===== src/rtl/memwb_retire_latch.sv =====
// -----------------------------------------------------------------------------
// memwb_retire_latch
//
// MEM/WB pipeline latch that also acts as the retirement point of the core.
// It captures the EX/MEM record, tells the rest of the machine when the held
// instruction retires, counts retired instructions, and freezes once a halt
// instruction has retired.
//
// Ports
//   CLK, nRST             clock (rising edge) and asynchronous active-low reset
//   en                    1 = load the EX/MEM record this edge, 0 = hold (stall)
//   flush                 1 = replace the latch contents with a bubble
//   in_valid              the EX/MEM record holds a real instruction
//   in_* / out_*          EX/MEM record words and their registered copies
//   out_valid             the latch holds a real instruction
//   commit                the held instruction retires this cycle
//   rf_wen                register-file write enable (never for x0)
//   trk_stall             trace-monitor stall indication (~commit)
//   retire_count          retired-instruction counter, wraps modulo 2^CNT_W
//   halted                sticky: a halt instruction has retired
// -----------------------------------------------------------------------------
module memwb_retire_latch #(
    parameter int          CNT_W        = 32,
    parameter logic [31:0] BUBBLE_INSTR = 32'h0000_0000
) (
    input  logic             CLK,
    input  logic             nRST,
    input  logic             en,
    input  logic             flush,
    input  logic             in_valid,
    input  logic [31:0]      in_instr,
    input  logic [31:0]      in_pc,
    input  logic [31:0]      in_next_pc,
    input  logic [31:0]      in_target_pc,
    input  logic [31:0]      in_imm32,
    input  logic [31:0]      in_wdat,
    input  logic [31:0]      in_dmem_addr,
    input  logic [31:0]      in_dmem_store,
    input  logic [4:0]       in_rsel1,
    input  logic [4:0]       in_rsel2,
    input  logic [4:0]       in_wsel,
    input  logic             in_regwrite,
    input  logic             in_halt,
    output logic [31:0]      out_instr,
    output logic [31:0]      out_pc,
    output logic [31:0]      out_next_pc,
    output logic [31:0]      out_target_pc,
    output logic [31:0]      out_imm32,
    output logic [31:0]      out_wdat,
    output logic [31:0]      out_dmem_addr,
    output logic [31:0]      out_dmem_store,
    output logic [4:0]       out_rsel1,
    output logic [4:0]       out_rsel2,
    output logic [4:0]       out_wsel,
    output logic             out_regwrite,
    output logic             out_halt,
    output logic             out_valid,
    output logic             commit,
    output logic             rf_wen,
    output logic             trk_stall,
    output logic [CNT_W-1:0] retire_count,
    output logic             halted
);

    typedef struct packed {
        logic [31:0] instr;
        logic [31:0] pc;
        logic [31:0] next_pc;
        logic [31:0] target_pc;
        logic [31:0] imm32;
        logic [31:0] wdat;
        logic [31:0] dmem_addr;
        logic [31:0] dmem_store;
        logic [4:0]  rsel1;
        logic [4:0]  rsel2;
        logic [4:0]  wsel;
        logic        regwrite;
        logic        halt;
    } rec_t;

    rec_t             rec_q, rec_d;
    rec_t             in_rec;
    rec_t             bubble_rec;
    logic             valid_q, valid_d;
    logic             fresh_q, fresh_d;   // record arrived on the last edge
    logic             halted_q, halted_d;
    logic [CNT_W-1:0] count_q, count_d;
    logic             commit_w;

    always_comb begin
        in_rec = '{instr: in_instr, pc: in_pc, next_pc: in_next_pc,
                   target_pc: in_target_pc, imm32: in_imm32, wdat: in_wdat,
                   dmem_addr: in_dmem_addr, dmem_store: in_dmem_store,
                   rsel1: in_rsel1, rsel2: in_rsel2, wsel: in_wsel,
                   regwrite: in_regwrite, halt: in_halt};
        bubble_rec       = '0;
        bubble_rec.instr = BUBBLE_INSTR;
    end

    // A record retires only in the cycle right after it was loaded, so a long
    // stall cannot make the same instruction retire twice.
    assign commit_w = valid_q & fresh_q & ~halted_q;

    always_comb begin
        // NOTE: every always_comb target gets a default first so no path
        // leaves it unassigned, which would infer a latch.
        rec_d    = rec_q;
        valid_d  = valid_q;
        fresh_d  = 1'b0;
        halted_d = halted_q;
        count_d  = count_q;

        if (commit_w) begin
            count_d = count_q + CNT_W'(1);
            if (rec_q.halt) begin
                halted_d = 1'b1;
            end
        end

        if (halted_q) begin
            // Frozen: en and flush are ignored until reset.
            fresh_d = fresh_q;
        end else if (flush) begin
            rec_d   = bubble_rec;
            valid_d = 1'b0;
        end else if (en) begin
            if (in_valid) begin
                rec_d   = in_rec;
                valid_d = 1'b1;
                fresh_d = 1'b1;
            end else begin
                rec_d   = bubble_rec;
                valid_d = 1'b0;
            end
        end
    end

    always_ff @(posedge CLK or negedge nRST) begin
        if (!nRST) begin
            rec_q    <= bubble_rec;
            valid_q  <= 1'b0;
            fresh_q  <= 1'b0;
            halted_q <= 1'b0;
            count_q  <= '0;
        end else begin
            // NOTE: non-blocking assignments so every flop samples the
            // pre-edge value of the others, independent of statement order.
            rec_q    <= rec_d;
            valid_q  <= valid_d;
            fresh_q  <= fresh_d;
            halted_q <= halted_d;
            count_q  <= count_d;
        end
    end

    assign out_instr      = rec_q.instr;
    assign out_pc         = rec_q.pc;
    assign out_next_pc    = rec_q.next_pc;
    assign out_target_pc  = rec_q.target_pc;
    assign out_imm32      = rec_q.imm32;
    assign out_wdat       = rec_q.wdat;
    assign out_dmem_addr  = rec_q.dmem_addr;
    assign out_dmem_store = rec_q.dmem_store;
    assign out_rsel1      = rec_q.rsel1;
    assign out_rsel2      = rec_q.rsel2;
    assign out_wsel       = rec_q.wsel;
    assign out_regwrite   = rec_q.regwrite;
    assign out_halt       = rec_q.halt;
    assign out_valid      = valid_q;
    assign commit         = commit_w;
    assign rf_wen         = commit_w & rec_q.regwrite & (rec_q.wsel != 5'd0);
    assign trk_stall      = ~commit_w;
    assign retire_count   = count_q;
    assign halted         = halted_q;

endmodule


===== config.mk =====
export PLATFORM = sky130hd
export DESIGN_NAME = memwb_retire_latch
export DESIGN_NICKNAME = d
export VERILOG_FILES = /design/src/rtl/memwb_retire_latch.sv
export SDC_FILE = /design/constraint.sdc
export NUM_CORES = 1
export LEC_CHECK = 0
export BUFFER_PORTS_ARGS = -buffer_cell sky130_fd_sc_hd__buf_2
export CORE_AREA = 8 8 222 224
export DETAILED_ROUTE_END_ITERATION = 10
export DIE_AREA = 0 0 230 232
export SLEW_MARGIN = 30
export SYNTH_ARGS = -nofsm -noshare
export SYNTH_HDL_FRONTEND = slang
export SYNTH_SLANG_ARGS = --single-unit

===== constraint.sdc =====
create_clock -name CLK -period 1.7 [get_ports CLK]
set_input_delay 0.34 -clock CLK [delete_from_list [all_inputs] [get_ports CLK]]
set_output_delay 0.34 -clock CLK [all_outputs]
set_load 0.005 [all_outputs]

==> results of run 1 <==
==> placed cells by master (no fill, tap or decap), types with 7 or more instances in the layout <==
master,instances
nand2_1,39
o21ai_0,12
nor3_2,9
dlygate4sd3_1,77
nand3_1,8
buf_12,18
a22o_1,261
xor2_1,15
clkbuf_16,37
buf_4,58
dfrtp_1,307
inv_1,7
xnor2_1,16
buf_2,584
==> final timing paths <==
| kind | to | slack (ns) |
|---|---|---|
| hold / removal | out_wsel[2]$_DFFE_PN0P_ | 0.04 |
| max in group asynchronous | out_next_pc[0]$_DFFE_PN0P_ | 0.67 |
| setup reg to reg | retire_count[22]$_DFFE_PN0P_ | 0.11 |
| hold reg to reg | out_instr[13]$_DFFE_PN0P_ | 0.48 |
| min in group asynchronous | out_pc[26]$_DFFE_PN0P_ | 0.35 |
| setup / recovery | rf_wen | -0.34 |
==> metrics by stage <==
step                      hold WS (ns)  setup WS, ns  power (uW)
after global routing           0.00287        -0.416       18100
after CTS                     0.000104        -0.398       17600
after detailed placement         0.290        0.0877        9730
after floorplan                 0.0444         0.183        8510
final                           0.0441        -0.343       17300
after global placement           0.281         0.137        9690
==> sequential cells by signal, indices dropped and copies added, names as in the netlist <==
signal          cells
out_halt            1
out_instr          32
out_wsel            5
fresh_q             1
out_dmem_store     32
halted              1
retire_count       32
out_rsel2           5
out_rsel1           5
out_regwrite        1
out_target_pc      32
out_dmem_addr      32
out_pc             32
out_wdat           32
out_imm32          32
out_valid           1
out_next_pc        32
==> kinds of logic after synthesis <==
| logic type | synth area share |
|---|---|
| and+or+nand+nor | 0.0482 |
| buffers and inverters | 0.0305 |
| xor gates and xnor gates | 0.0241 |
| DFF | 0.684 |
| adders and majority gates | 0.00111 |
| AOI/OAI and AO/OA | 0.212 |
==> worst max-delay path, delay by kind of cell (launching register included) <==
family | cells | cell delay [ns]
AOI/OAI and AO/OA | 1 | 0.29
buffers and inverters | 1 | 0.14
DFF | 1 | 0.37
and+or+nand+nor | 1 | 0.38
==> layer usage <==
layer | GRT usage | up-vias | share of wire
met5 | 0 | - | 0.0017
met4 | 0.0501 | 12 | 0.030
met3 | 0.0561 | 80 | 0.086
met2 | 0.243 | 431 | 0.48
met1 | 0.171 | 4618 | 0.40
li1 | - | 4362 | -
==> report_power, final <==
group	internal, uW	switching, uW
clock	4670	2910
sequential	7610	167
combinational	980	980
total	13300	4050
==> repair_timing <==
item	in CTS	in global routing
gates resized for setup	7	12
buffers inserted	6	5
pin swaps	1	6
endpoints found under the setup margin	3	7
endpoints found under the hold margin	102	0
hold buffers	77	0
==> layout make-up <==
class | instances | area (sq um)
flip-flops and latches | 308 | 7710
clock buffers | 49 | 1030
fillers | 4388 | 28300
diodes | 3 | 7.51
clock inverters | 10 | 129
well taps | 607 | 759
inverters | 8 | 37.5
repair buffers | 743 | 4560
multi-input cells | 400 | 3280
==> metrics.txt, run 1 <==
Rows=79; fin crit period=2.04 ns; Die Area=53,400 sq um; Clock Skew=0.0110 ns; fin crit share=1.20; share of layout cells above drive strength 1=0.490; CTS tree=done; Worst Tran Pin Value=0.445 ns; drt drc=0; # Max-Cap Violations=0; failing checks=setup timing; routability cong.=0.777; Clk Latency, worst-skew pair=0.51 ns; CP max stage cell=or3_4; Clock Tree Buf Depth=3; Post-Syn Area=11,300 sq um; pwr dens=988 nW/um^2; Slew HR=0.703; synth unique cells=37; Vias=9,503; DRT Pass-1 Iters=4; vias per inst=4.47; Crit Path Max Fanout=2; RSZ-0062 raised after global routing=true; WL/cell=19.2 um; Pins Over Slew Limit=0; critical path's largest stage delay=0.38 ns; Worst Hold Class=input port to register; syn nets=1,058; Die Height=232 um; Worst EP arrival=1.70 ns; Die Wd=230 um; Core Box Area=45,900 sq um; Port Buf Inserts=587; nets@finish=1,774; status=finished, violations left; total CTS buffers=34; synth cell count leaders=dfrtp_1, a22o_1, buf_2; Inst Count DP=1,979; Synth Register Bits=308; final WL=40.9 mm; vias in the first global route=10,500; critical path type=register to output port; largest net degree at the start of global routing=59; Remaining Overflow, GRT=0; Final Util=0.382; worst hold start=in_wsel[2]; io pins=588; LEAKAGE=0.00971 uW; Initial DRC Count=468; peak supply drop=0.611 mV; Final Hold Fails=0; post-route cell area=17,500 sq um; Layout area overhead=55.5%; antenna violation net count after detailed routing=0; Overall Global Routing Usage=0.146; cells on worst reg2reg path=5; Synth Flop Type=dfrtp_1; Post-Syn Instances=779; Avg Cell Area, Syn=14.5 sq um; clock transition at the registers of the reported paths=0.06 ns; Worst R2R Start=retire_count[7]$_DFFE_PN0P_; post-synthesis sequential area ratio=0.684; largest cells by area after synthesis=dfrtp_1, a22o_1, buf_2; Area after DPL=15,400 sq um; CTS Sinks=308; Crit. End Element=output port; Starting Density=0.246; worst setup margin=-0.343 ns; Final Instance Count excl. Fillers=2,128; dominant cell type by area after synthesis=dfrtp_1; Ys Warns=0; setup violators final=2; H-tree depth=2; most common cell in the synthesized netlist=dfrtp_1; Synth top area share=0.684; setup_tns=-0.432 ns; initial antenna violation count=10; worst-path cell chain=or3_4 > o311a_1 > buf_2; Post-synth ARST share=1.00; startpoint types=register; fmax=489 MHz; post-DP HPWL=30.9 mm; first-pass GRT wire length=62.3 mm; Critical path origin=out_wsel[0]$_DFFE_PN0P_; Worst Hold Path Cells=2; WP data required=1.36 ns; number of flops mapped to enable cells by yosys=0; Root Driver=clkbuf_16
No activity file was read; power rests on OpenSTA's default activity.
==> run 2: changes to the inputs <==
--- a/config.mk
+++ b/config.mk
@@ -9,6 +9,8 @@
 export CORE_AREA = 8 8 222 224
 export DETAILED_ROUTE_END_ITERATION = 10
 export DIE_AREA = 0 0 230 232
+export GPL_ROUTABILITY_DRIVEN = 0
+export RECOVER_POWER = 100
 export SLEW_MARGIN = 30
 export SYNTH_ARGS = -nofsm -noshare
 export SYNTH_HDL_FRONTEND = slang
==> constraint.sdc (replaced) <==
create_clock -name CLK -period 1.9 [get_ports CLK]
set_input_delay 0.38 -clock CLK [delete_from_list [all_inputs] [get_ports CLK]]
set_output_delay 0.38 -clock CLK [all_outputs]
set_load 0.005 [all_outputs]
==> run 2 against run 1 <==
Net effect: the flow still finishes with violations (setup timing); critical path type unchanged; largest cell class unchanged; clock skew rose by 0.011 ns; core utilization fell by 1.4 points; flip-flop and latch count stayed put; global-route usage fell by 0.17 points; first-iteration DRC count decreased by 22%; sequential share of layout area grew 1.6 points; power fell by 15%; die area did not move.
==> metrics.txt, run 2 (synthesis results as in run 1) <==
status=finished, violations left; failing checks=setup timing; final WL=40.8 mm (-0.40%); vias in the first global route=10,400 (-1.2%); Die Wd=230 um (unchanged); Die Area=53,400 sq um (unchanged); Critical path origin=out_wsel[1]$_DFFE_PN0P_; clock transition at the registers of the reported paths=0.06 ns (about the same); Clock Skew=0.0220 ns (+0.0110 ns); DRT Pass-1 Iters=5 (+1); critical path's largest stage delay=0.38 ns (about the same); first-pass GRT wire length=62.4 mm (+0.20%); vias per inst=4.50 (+0.86%); Worst Hold Class=input port to register; commonest non-fill, non-tap cell in the layout=buf_2; CP top delay family=flip-flops; Sw Ratio=0.245 (+0.0111); share of layout cells above drive strength 1=0.317 (-0.174); Final Power=14,700 uW (-15%); r2r setup slk=0 ns (-0.11 ns); Area after DPL=15,300 sq um (-0.89%); Highest Signal Layer=met5; Clock Tree Buf Depth=3 (unchanged); Crit. End Element=output port; most frequent cells in the layout=buf_2, dfrtp_1, a22o_1; P_int=11,100 uW (-16%); CTS Sinks=308 (unchanged); cells on worst reg2reg path=7 (+2); worst hold start=in_regwrite; largest net degree at the start of global routing=63 (+6.8%); Vias=9,549 (+0.48%); Worst EP arrival=1.77 ns (+0.07 ns); worst setup margin=-0.250 ns (+0.0929 ns); WP data required=1.52 ns (+0.16 ns); Worst Tran Pin Value=1.40 ns (+0.959 ns); Worst Hold Path Cells=2 (unchanged); WL/cell=19.2 um (about the same); H-tree depth=1 (-1); CTS tree=done; # Max-Cap Violations=0 (unchanged); io pins=588 (unchanged); peak supply drop=0.517 mV (-15%); met1 WL=16.4 mm (about the same); Layout area overhead=49.9%; Sequential Power Share=0.475 (+0.026); LEAKAGE=0.00851 uW (-12%); Hold Slack=0.0251 ns (-0.0190 ns); Remaining Overflow, GRT=0 (unchanged); Rows=79 (unchanged); Comb power frac=0.112 (about the same); fin crit period=2.15 ns; antenna violation net count after detailed routing=0 (unchanged); Port Buf Inserts=587 (unchanged); pwr dens=870 nW/um^2 (-12%); Crit Path Max Fanout=2 (unchanged); post-DP HPWL=31.0 mm (+0.22%); initial antenna violation count=6 (-4); Worst R2R Start=halted$_DFFE_PN0P_; worst-path cell chain=or3_1 > o311a_1 > buf_2; RSZ-0062 raised after global routing=true; setup violators final=4 (+2); Die Height=232 um (unchanged); post-route cell area=16,900 sq um (-3.6%); Clk Latency, worst-skew pair=0.58 ns (+0.07 ns); fin crit share=1.13; Inst Count DP=1,964 (-0.76%); nets@finish=1,769 (-0.28%); clock power share=0.413 (-0.024); Stages on worst setup path=3 (unchanged); Final Hold Fails=0 (unchanged); startpoint types=register; Overall Global Routing Usage=0.144 (-0.00166); total CTS buffers=31 (-8.8%); Psw=3600 uW (-11%); Slew HR=0.0638 (-0.640); Starting Density=0.246 (unchanged); met3 WL=3.44 mm (-2.3%); CP max stage cell=dfrtp_1; drt drc=0 (unchanged); fmax=465 MHz; critical path type=register to output port; Worst Path Buf+Inv=1 (unchanged); Pins Over Slew Limit=0 (unchanged); Root Driver=clkbuf_16; Core Box Area=45,900 sq um (unchanged); wire length on met2=19.9 mm (+1.4%); Initial DRC Count=365 (-22%); Final Instance Count excl. Fillers=2,120 (-0.38%)
-- run 2: cell count changes in the layout (fill, tap and decap cells not counted), moves of 6 or more --
cell and change:
clkbuf_1 +227, clkbuf_16 -6, buf_4 -26, dlygate4sd3_1 +18, buf_2 -223
-- run 2: final timing paths --
path                                                 to
max                                              rf_wen
min                            out_regwrite$_DFFE_PN0P_
max reg2reg                retire_count[12]$_DFFE_PN0P_
min reg2reg                retire_count[31]$_DFFE_PN0P_
max in group asynchronous        out_pc[24]$_DFFE_PN0P_
min in group asynchronous     out_imm32[18]$_DFFE_PN0P_
-- run 2: metrics by stage --
stage          TNS, ns   util  worst slack (ns)
2_1_floorplan        0      -             0.383
5_1_grt          -2.04  0.368            -0.328
3_5_place_dp         0  0.333             0.235
3_3_place_gp         0  0.333             0.315
6_report        -0.440  0.368            -0.250
4_1_cts         -0.321  0.375            -0.289
-- run 2: per-layer routing --
metal,vias up,track usage
met5,-,0
met4,6,0.0360
met3,65,0.0468
met2,433,0.245
met1,4692,0.175
li1,4353,-
-- run 2: final cells by class --
| cell class | instances | area [sq um] |
|---|---|---|
| antenna | 3 | 7.51 |
| timing repair buffer | 741 | 4210 |
| clock inverter | 13 | 168 |
| clock buffer | 40 | 830 |
| tap | 607 | 759 |
| inverter | 8 | 35.0 |
| sequential | 308 | 7710 |
| multi-input combinational | 400 | 3180 |
| fill | 4588 | 29000 |
-- run 2: worst reg2reg max path: stages, from the launching register on --
cell and delay [ns]:
dfrtp_2 0.43, nand3b_1 0.27, clkbuf_1 0.23, buf_4 0.17, nor4_1 0.28, buf_4 0.17
nand3_1 0.09, xnor2_1 0.14
-- run 2: power groups by stage --
stage | Clock, uW | Sequential (uW) | Combinational [uW]
finish | 6070 | 6990 | 1640
detailed placement | 0 | 7090 | 1570
floorplan | 0 | 7100 | 513
global route | 6520 | 7010 | 1800
global placement | 0 | 7090 | 1540
CTS | 6240 | 6980 | 1720
-- run 2: what timing repair did --
| item | CTS | global route |
|---|---|---|
| hold buffers | 92 | 3 |
| endpoints found under the hold margin | 123 | 3 |
| endpoints found under the setup margin | 2 | 3 |
| pin swaps | 0 | 0 |
| resized for setup | 3 | 4 |
| setup buffers | 2 | 3 |
